===== config.mk =====
export PLATFORM = sky130hd
export DESIGN_NAME = cacheline_adapter
export DESIGN_NICKNAME = d
export VERILOG_FILES = /design/src/rtl/cache_pkg.sv /design/src/rtl/line_buffer.sv /design/src/rtl/cacheline_adapter.sv
export SDC_FILE = /design/constraint.sdc
export NUM_CORES = 1
export LEC_CHECK = 0
export CELL_PAD_IN_SITES_DETAIL_PLACEMENT = 0
export CELL_PAD_IN_SITES_GLOBAL_PLACEMENT = 1
export CORE_AREA = 2 2 281 283
export DETAILED_ROUTE_END_ITERATION = 6
export DIE_AREA = 0 0 283 285
export DONT_BUFFER_PORTS = 1
export PLACE_DENSITY = 0.57
export SYNTH_ARGS = -nofsm -noshare
export SYNTH_HDL_FRONTEND = slang
export SYNTH_SLANG_ARGS = --single-unit

===== constraint.sdc =====
create_clock -name i_clk -period 3.1 [get_ports i_clk]
set_input_delay 0.31 -clock i_clk [delete_from_list [all_inputs] [get_ports i_clk]]
set_output_delay 0.31 -clock i_clk [all_outputs]
set_load 0.01 [all_outputs]

===== src/rtl/cache_pkg.sv =====
// rtl/cache_pkg.sv - shared widths, state encoding and line types for the cacheline adapter
// Purpose: common localparams, the adapter state enum, line/beat types and an
//          address line-alignment helper shared by cacheline_adapter and line_buffer.
// Ports:   none (package)
package cache_pkg;

  localparam int LINE_W   = 256;
  localparam int BURST_W  = 64;
  localparam int ADDR_W   = 32;
  localparam int BEATS    = LINE_W / BURST_W;
  localparam int CNT_W    = $clog2(BEATS);
  localparam int OFFSET_W = $clog2(LINE_W / 8);

  typedef enum logic [1:0] {
    AD_IDLE,
    AD_RD,
    AD_WR,
    AD_DONE
  } adapter_state_t;

  typedef logic [LINE_W-1:0] line_t;
  typedef logic [CNT_W-1:0]  beat_idx_t;

  // Clear the byte-offset bits so every burst starts on a line boundary.
  function automatic logic [ADDR_W-1:0] line_align(input logic [ADDR_W-1:0] addr);
    return addr & ~ADDR_W'((1 << OFFSET_W) - 1);
  endfunction

endpackage


===== src/rtl/line_buffer.sv =====
// rtl/line_buffer.sv - one cacheline register with parallel load and beat-indexed access
// Purpose: holds a full line; can be loaded whole, or written/read one burst beat at a time.
// Ports:
//   i_clk        clock
//   i_rst_n      asynchronous active-low clear
//   i_load       load the whole line from i_load_data (wins over a beat write)
//   i_load_data  full line to load
//   i_beat_we    write i_beat_data into the beat selected by i_beat_idx
//   i_beat_idx   beat select for both write and read mux
//   i_beat_data  beat write data
//   o_beat_data  beat currently selected by i_beat_idx
//   o_line       full stored line
module line_buffer
  import cache_pkg::*;
(
  input  logic               i_clk,
  input  logic               i_rst_n,
  input  logic               i_load,
  input  line_t              i_load_data,
  input  logic               i_beat_we,
  input  beat_idx_t          i_beat_idx,
  input  logic [BURST_W-1:0] i_beat_data,
  output logic [BURST_W-1:0] o_beat_data,
  output line_t              o_line
);

  line_t r_line;

  always_ff @(posedge i_clk or negedge i_rst_n) begin
    if (!i_rst_n) begin
      r_line <= '0;
    end else if (i_load) begin
      r_line <= i_load_data;
    end else if (i_beat_we) begin
      r_line[int'(i_beat_idx)*BURST_W +: BURST_W] <= i_beat_data;
    end
  end

  assign o_beat_data = r_line[int'(i_beat_idx)*BURST_W +: BURST_W];
  assign o_line      = r_line;

endmodule


===== src/rtl/cacheline_adapter.sv =====
// rtl/cacheline_adapter.sv - converts one cacheline read/write into a 4-beat memory burst
// Purpose: accepts a held line read or write from the arbiter, runs a BEATS-long burst
//          on the memory bus (one beat per mem_resp), then pulses o_line_resp once.
// Ports:
//   i_clk, i_rst_n                 clock, asynchronous active-low reset
//   i_line_read, i_line_write      arbiter requests, held until o_line_resp (read wins)
//   i_line_addr, i_line_wdata      request address and write line, latched on acceptance
//   o_line_rdata                   assembled read line, valid in the completion cycle
//   o_line_resp                    one-cycle completion pulse
//   o_mem_read, o_mem_write        burst requests, high for the whole burst
//   o_mem_addr                     line-aligned burst address
//   o_mem_wdata                    current write beat
//   i_mem_rdata, i_mem_resp        current read beat and per-beat acknowledge
module cacheline_adapter
  import cache_pkg::*;
(
  input  logic               i_clk,
  input  logic               i_rst_n,
  input  logic               i_line_read,
  input  logic               i_line_write,
  input  logic [ADDR_W-1:0]  i_line_addr,
  input  line_t              i_line_wdata,
  output line_t              o_line_rdata,
  output logic               o_line_resp,
  output logic               o_mem_read,
  output logic               o_mem_write,
  output logic [ADDR_W-1:0]  o_mem_addr,
  output logic [BURST_W-1:0] o_mem_wdata,
  input  logic [BURST_W-1:0] i_mem_rdata,
  input  logic               i_mem_resp
);

  adapter_state_t    r_state;
  beat_idx_t         r_cnt;
  logic [ADDR_W-1:0] r_mem_addr;

  logic               w_accept;
  logic               w_rd_beat;
  logic               w_last_beat;
  line_t              w_unused_wbuf_line;
  logic [BURST_W-1:0] w_unused_rbuf_beat;

  assign w_accept    = (r_state == AD_IDLE) && (i_line_read || i_line_write);
  assign w_rd_beat   = (r_state == AD_RD) && i_mem_resp;
  assign w_last_beat = (r_cnt == beat_idx_t'(BEATS - 1));

  // mem_resp only matters in RD/WR; IDLE and DONE ignore it. DONE always returns to
  // IDLE without looking at the request, so a held request cannot be issued twice.
  always_ff @(posedge i_clk or negedge i_rst_n) begin
    if (!i_rst_n) begin
      r_state    <= AD_IDLE;
      r_cnt      <= '0;
      r_mem_addr <= '0;
    end else begin
      case (r_state)
        AD_IDLE: begin
          if (w_accept) begin
            r_state    <= i_line_read ? AD_RD : AD_WR;
            r_mem_addr <= line_align(i_line_addr);
            r_cnt      <= '0;
          end
        end
        AD_RD, AD_WR: begin
          if (i_mem_resp) begin
            r_cnt <= r_cnt + 1'b1;  // wraps to 0 after the last beat
            if (w_last_beat) begin
              r_state <= AD_DONE;
            end
          end
        end
        AD_DONE: r_state <= AD_IDLE;
        default: r_state <= AD_IDLE;
      endcase
    end
  end

  // Write data is latched whenever a request is accepted, so later line_wdata
  // changes cannot leak into the burst.
  line_buffer u_wbuf (
    .i_clk       (i_clk),
    .i_rst_n     (i_rst_n),
    .i_load      (w_accept),
    .i_load_data (i_line_wdata),
    .i_beat_we   (1'b0),
    .i_beat_idx  (r_cnt),
    .i_beat_data ('0),
    .o_beat_data (o_mem_wdata),
    .o_line      (w_unused_wbuf_line)
  );

  // Read line lives in its own buffer so write bursts never disturb o_line_rdata.
  line_buffer u_rbuf (
    .i_clk       (i_clk),
    .i_rst_n     (i_rst_n),
    .i_load      (1'b0),
    .i_load_data ('0),
    .i_beat_we   (w_rd_beat),
    .i_beat_idx  (r_cnt),
    .i_beat_data (i_mem_rdata),
    .o_beat_data (w_unused_rbuf_beat),
    .o_line      (o_line_rdata)
  );

  assign o_mem_read  = (r_state == AD_RD);
  assign o_mem_write = (r_state == AD_WR);
  assign o_line_resp = (r_state == AD_DONE);
  assign o_mem_addr  = r_mem_addr;

endmodule

# After elaboration in Yosys (flattened, before gate mapping)
# Cells that the tools add are included.
totals:
  reg_bits: 543
  wordCells: 35
  inputBits: 357
  output_inout_bits: 355
op_classes:
  n_reduce_logical: 9
  n_eq_ne: 7
  shifts: 3
  muxes: 9
  add_sub_neg: 2
ops:
  columns: ["operator", "n"]
  rows:
  - ["256-bit bitwise mux", 1]
  - ["64-bit by 33-bit variable shift with 256-bit output (first input constant)", 1]
  - ["256-bit by 9-bit indexed part select with 64-bit output", 1]
  - ["64-bit by 33-bit indexed part select with 256-bit output", 1]
  - ["8-bit negation with 33-bit output", 1]
  - ["2-bit two-way mux", 6]
  - ["2-bit equality test (second input constant)", 3]
  - ["2-bit one-hot mux with 3 select lines", 1]
  - ["3-bit AND reduction", 2]
  - ["2-bit != test (second input constant)", 2]
  - ["2-bit one-hot mux with 2 select lines", 1]
  - ["2-bit by 1-bit adder with 2-bit output (second input constant)", 1]
  - ["2-bit by 1-bit equality test with 1-bit output (second input constant)", 1]
  - ["1-bit logical AND", 2]
  - ["2-bit zero test", 1]
  - ["2-bit by 1-bit != test with 1-bit output (second input constant)", 1]
  - ["2-bit AND reduction", 1]
  - ["2-bit nonzero test", 1]
  - ["2-bit OR reduction", 1]
  - ["1-bit logical OR", 1]

# Logic depth before layout (Yosys ltp)
logic_depth:
  ltp_word: 4
  mapped_depth: 9

# Hierarchy
# A second synthesis with hierarchy kept.
hier_totals:
  cells_unflattened: 1994
  hier_area_um2: 26790.7
modules_own_cells:
  columns: ["mod", "cells_per_inst", "area_each_um2", "seq_area_each_um2", "n_inst"]
  rows:
  - ["line_buffer at u_rbuf", 946, 12744.7, 6406.1, 1]
  - ["line_buffer at u_wbuf", 946, 12639.6, 6406.1, 1]
  - ["cacheline_adapter", 102, 1406.3, 775.7, 1]

# Worst setup path after synthesis
# OpenSTA, ideal clock, no wires.
synth_path:
  kind: "register to register"
  start: "reg r_cnt[1]"
  end: "reg u_rbuf.r_line[10], in the netlist u_rbuf.o_line[10]"
  path_stages_with_launch: 10
  arrival_time_ps: 2199
  required_ps: 2979
  path_slack_ps: 780
  cell_sequence: "dfrtp_1 buf_2 buf_1 inv_1 ha_1 and4b_1 and3_1 buf_2 buf_4 a22o_1"
synth_between:
  elab_chain_cells: 3
  elab_cells_between_ends: 4
synth_lines:
  columns: ["element", "line", "rtl"]
  rows:
  - ["start, declared", "cacheline_adapter.sv:34", "beat_idx_t r_cnt;"]
  - ["start signal, assigned", "cacheline_adapter.sv:65", "r_cnt <= r_cnt + 1'b1;"]
  - ["8-bit negation with 33-bit output (*)", "line_buffer.sv:35", "r_line[int'(i_beat_idx)*BURST_W +: BURST_W] <= i_beat_data;"]
  - ["64-bit by 33-bit indexed part select with 256-bit output / 64-bit by 33-bit variable shift with 256-bit output (equally long branches)", "line_buffer.sv:35", null]
  - ["256-bit bitwise mux (*)", "line_buffer.sv:35", null]
  - ["end signal, assigned", "line_buffer.sv:33", "r_line <= i_load_data;"]
  - ["end signal, assigned by index", "line_buffer.sv:35", null]
  - ["end, declared", "line_buffer.sv:27", "line_t r_line;"]
# Every way passes the cells marked *; elsewhere a longest branch is shown, timed or not.
# A chain may end at the register's enable or synchronous reset.

# Worst setup path after layout
layout_path:
  start: "reg r_cnt[0]"
  end: "out o_mem_wdata[56]"
layout_between:
  elab_chain_cells: 1
layout_lines:
  columns: ["element", "line", "rtl"]
  rows:
  - ["256-bit by 9-bit indexed part select with 64-bit output", "line_buffer.sv:39", "assign o_beat_data = r_line[int'(i_beat_idx)*BURST_W +: BURST_W];"]
  - ["end, declared", "cacheline_adapter.sv:28", "output logic [BURST_W-1:0] o_mem_wdata,"]
# Every way passes these cells.

==> flow_results.org <==
** Setup path
- Reg-to-reg setup timing slack :: 0.58 ns
- Critical path endpoint category :: output port
- The endpoint identified for the worst register-to-register timing path is u_rbuf.o_line[111].
- STA puts the critical path data required time at ~2.8 ns.
- Arrival time worst endpoint :: approximately 2.3 ns
- Type of origin of the critical path :: register
- The critical path starts at r_cnt[0].
- Measured in cells, the most critical reg-to-reg path has a length of 6.
- Along the worst path, the maximum fanout reaches 52.
- The critical path is of the reg -> out type.
- In this run the worst setup path terminates at o_mem_wdata[56].
- Launch instance of the worst register-to-register path :: r_cnt[1]

** Synthesis
- Fraction of the mapped netlist area in compound gates :: 0.0847
- Synthesis handed over a netlist of 1,554 instances.
- Cell variety after synth :: 35
- Fraction of registers with async set or reset after synthesis :: 1.00
- Largest family of logic cells by synthesized area :: multiplexers
- Of the total synthesized cell area, the portion taken by AND, OR, NAND and NOR gates is 0.0484.
- After synthesis the netlist holds a flip-flop and latch count of 543.
- Of the total synthesized cell area, the portion taken by XOR and XNOR cells is 0.
- Arithmetic-cell share of the synthesized area counting full adders, half adders and majority gates :: 0.00628
- Share of synthesized area occupied by flip-flops and latches :: 0.621
- Average footprint of a synthesized cell :: 14.1 um^2
- Netlist area before placement :: 21,900 um^2
- Among all flip-flop cells after synthesis, the most frequent one is sky130_fd_sc_hd__dfrtp_1.
- Mux cell area share after synthesis :: 0.212
- Number of synthesized flops with an enable pin :: 0
- During synthesis, Yosys emitted a total of 0 warnings.

** Clocking
- Number of buffers on the longest clock path :: 3
- The H-tree was split into 2 levels.
- Root buffer cell :: sky130_fd_sc_hd__clkbuf_16
- For this design, the CTS-stage hold fixing added 351 buffers.
- Clock-pin slew reported for the worst setup and hold paths after clock tree synthesis :: 0.07 ns
- In this run the post-CTS setup repair buffer count came out at 0.
- TritonCTS clock tree :: done
- For this design, the sink count on the clock tree is roughly 540.
- For the worst-skew pair, the clock arrives at the later sink with an insertion delay of 0.63 ns.
- Number of buffers inserted during clock tree synthesis :: 58
- Gates resized during post-CTS repair numbered 0.

** Timing
- Setup violations remaining at the end of the flow were counted as 0.
- In the final timing run, aggregate negative setup slack is 0 ns.
- On the final layout, the worst clock skew is 0.0254 ns.
- The routed design could run at a clock period as short as ~2.6 ns.
- Number of max-slew violations in the final report :: 208
- Headroom to the max-slew limit came out at -0.517.
- Worst hold slack :: -0.621 ns
- Derived from the worst setup path, the maximum achievable clock frequency is a little under 400 MHz.
- Fin. Hold Viols :: 543
- Tightest Pin Transition :: 2.27 ns
- Setup repair after global routing left no endpoint under its margin.
- Dividing the final minimum period by the clock period gives 0.826.

** Power and ir drop
- Power per standard cell area :: 927 nW/um^2
- Of the total power, combinational logic draws 0.273.
- The analysis attributes to net switching a power of 8.72 mW.
- Cell internal power was estimated by the tool at 17.7 mW.
- Sw Ratio :: 0.330
- Sequential group share of total power :: 0.453
- Peak supply drop :: 0.000670 V
- In this run the static leakage power is 12.0 nW.
- Part of the power in the clock network :: 0.274

** Detailed routing
- Routed via count divided by cell count :: 4.75
- Summed over all layers, the routed wires come to between 60 and 70 mm.
- The routed layout has about 14,000 vias.
- In the routed design, unresolved DRC markers number 0.
- Initial DRC count :: 729
- Remaining number of nets flagged by the antenna check after routing :: 0
- For this run, the detailed router's first-pass iteration total came to 5.
- Dividing the detail-routed wire length by the instance count gives 22.3 um.

** Place
- Number of placed instances, taps included :: between 2,000 and 3,000
- Final weighted congestion in routability-driven placement :: 0.816
- Input and output buffers added on the ports amount to 0.
- Detailed Place HPWL :: 44.6 mm

** Floorplanning
- X dimension of the die :: 283 um
- The initial utilization of the core area, before any placement, comes to 0.281.
- Placeable Area :: 78,000 um^2
- Overall die height :: 285 um
- The floorplan has 103 rows.
- Die Footprint :: 80,700 um^2
- slightly above 700 I/O pins were placed.

** GRT
- Total congestion overflow :: 0
- The initial antenna violation count was 6.
- Gr usage total :: 0.160
- The via count of the first global-routing pass was 15,200.
- Largest net degree at the start of global routing :: 544
- First-pass GRT wire length :: roughly 100 mm

** Final layout
- Share of cells above drive strength 1 :: 0.108
- Number of nets at the end of the flow :: 2,240
- The area growth from synthesis to layout is 30.2%.
- Utilization of the core after routing :: 0.366
- Final non-filler cell total :: between 2,000 and 3,000

** Worst hold path
- The path class of the tightest hold or removal check is in -> async.

** Outcome
- The final reports fail on hold timing, slew limit.
- Result of the run :: finished with violations

** Run
- Across the run, the number of max-cap violations was 0.
## worst min-delay path by stage
stage / startpoint / end
CTS: i_rst_n / u_rbuf.o_line[198]
finish: i_rst_n / u_rbuf.o_line[34]
global route: i_rst_n / u_rbuf.o_line[230]
detailed placement: i_rst_n / u_rbuf.o_line[34]
global placement: i_rst_n / u_rbuf.o_line[34]
floorplan: i_rst_n / o_mem_addr[10]
## stage by stage
step	hold slack [ns]	power [mW]	setup slack [ns]	instance area (um^2)
after floorplan	0.0144	16.8	0.780	21900
after global placement	0.0260	18.6	0.585	23000
after detailed placement	0.0267	19.0	0.577	23000
after CTS	-0.672	26.8	0.462	28500
after global routing	-0.673	27.9	0.378	28500
final	-0.621	26.4	0.540	28500
## cells by family (layout without fill, tap and decap cells)
kind of cell	after synthesis	in the layout
AOI/OAI and AO/OA	267	267
adders and majority gates	11	11
buffers and inverters	123	486
DFF	543	543
muxes	348	348
other	1	9
and+or+nand+nor	261	261
## power groups by stage
stage | registers [mW] | logic, mW | clock network [mW]
2_1_floorplan | 11.2 | 5.57 | 0
3_3_place_gp | 11.9 | 6.71 | 0
3_5_place_dp | 12.1 | 6.89 | 0
4_1_cts | 12.0 | 7.36 | 7.45
5_1_grt | 12.2 | 7.86 | 7.77
6_report | 12.0 | 7.23 | 7.24
## synth_stat cells, drive strengths merged (2+ instances only)
cell type / count / share of area
a22o: 135 / 0.054
buf: 88 / 0.022
clkbuf: 30 / 0.0051
dfrtp: 543 / 0.62
ha: 11 / 0.0063
inv: 5 / 0.00086
mux2: 283 / 0.15
mux4: 64 / 0.066
nand2: 244 / 0.042
nand3: 5 / 0.0014
nor2: 2 / 0.00034
nor2b: 2 / 0.00057
nor4: 2 / 0.0015
nor4b: 2 / 0.0011
o21ai: 127 / 0.029
## metal layers
| metal | vias to the layer above | routed length, um | GRT usage |
|---|---|---|---|
| met1 | 7208 | 25000 | 0.184 |
| met3 | 119 | 5980 | 0.0572 |
| met5 | - | 7 | 0 |
| li1 | 6206 | - | - |
| met2 | 583 | 33300 | 0.278 |
| met4 | 2 | 2020 | 0.0521 |
## sequential cells by signal, summed over array words and instances (netlist names)
register / count
r_cnt: 2
u_wbuf.o_line: 256
r_state: 2
o_mem_addr: 27
u_rbuf.o_line: 256
## critical path, cell delays in order (launching register included)
cell                      delay (ns)
sky130_fd_sc_hd__dfrtp_4        0.45
sky130_fd_sc_hd__buf_12         0.38
sky130_fd_sc_hd__mux4_2         0.68
## cell type report
type / count / area (um^2)
clock inverters: 29 / 355
clock buffers: 80 / 1640
well taps: 1050 / 1310
multi-input cells: 892 / 7770
diodes: 4 / 10.0
flip-flops and latches: 543 / 13600
repair buffers: 372 / 3810
fillers: 7463 / 49500
inverters: 5 / 18.8
## placed cells by master, fill, tap and decap left out, types with 5 or more instances in the layout
cell                            netlist  final
sky130_fd_sc_hd__clkbuf_16            0     58
sky130_fd_sc_hd__buf_12               0     11
sky130_fd_sc_hd__clkbuf_8             0     11
sky130_fd_sc_hd__mux4_2              64     64
sky130_fd_sc_hd__clkbuf_1            30     11
sky130_fd_sc_hd__o21ai_1            118    117
sky130_fd_sc_hd__mux2_1             273    273
sky130_fd_sc_hd__ha_1                11     11
sky130_fd_sc_hd__mux2_2              10     10
sky130_fd_sc_hd__clkinv_2             0     15
sky130_fd_sc_hd__dlygate4sd3_1        0    351
sky130_fd_sc_hd__bufinv_16            0      6
sky130_fd_sc_hd__o21ai_0              9      9
sky130_fd_sc_hd__buf_4               16     10
sky130_fd_sc_hd__a22o_1             135    135
sky130_fd_sc_hd__dfrtp_1            543    541
sky130_fd_sc_hd__nand2_1            244    244
sky130_fd_sc_hd__conb_1               1      5
Note: power is estimated with default switching activity, not from simulation.
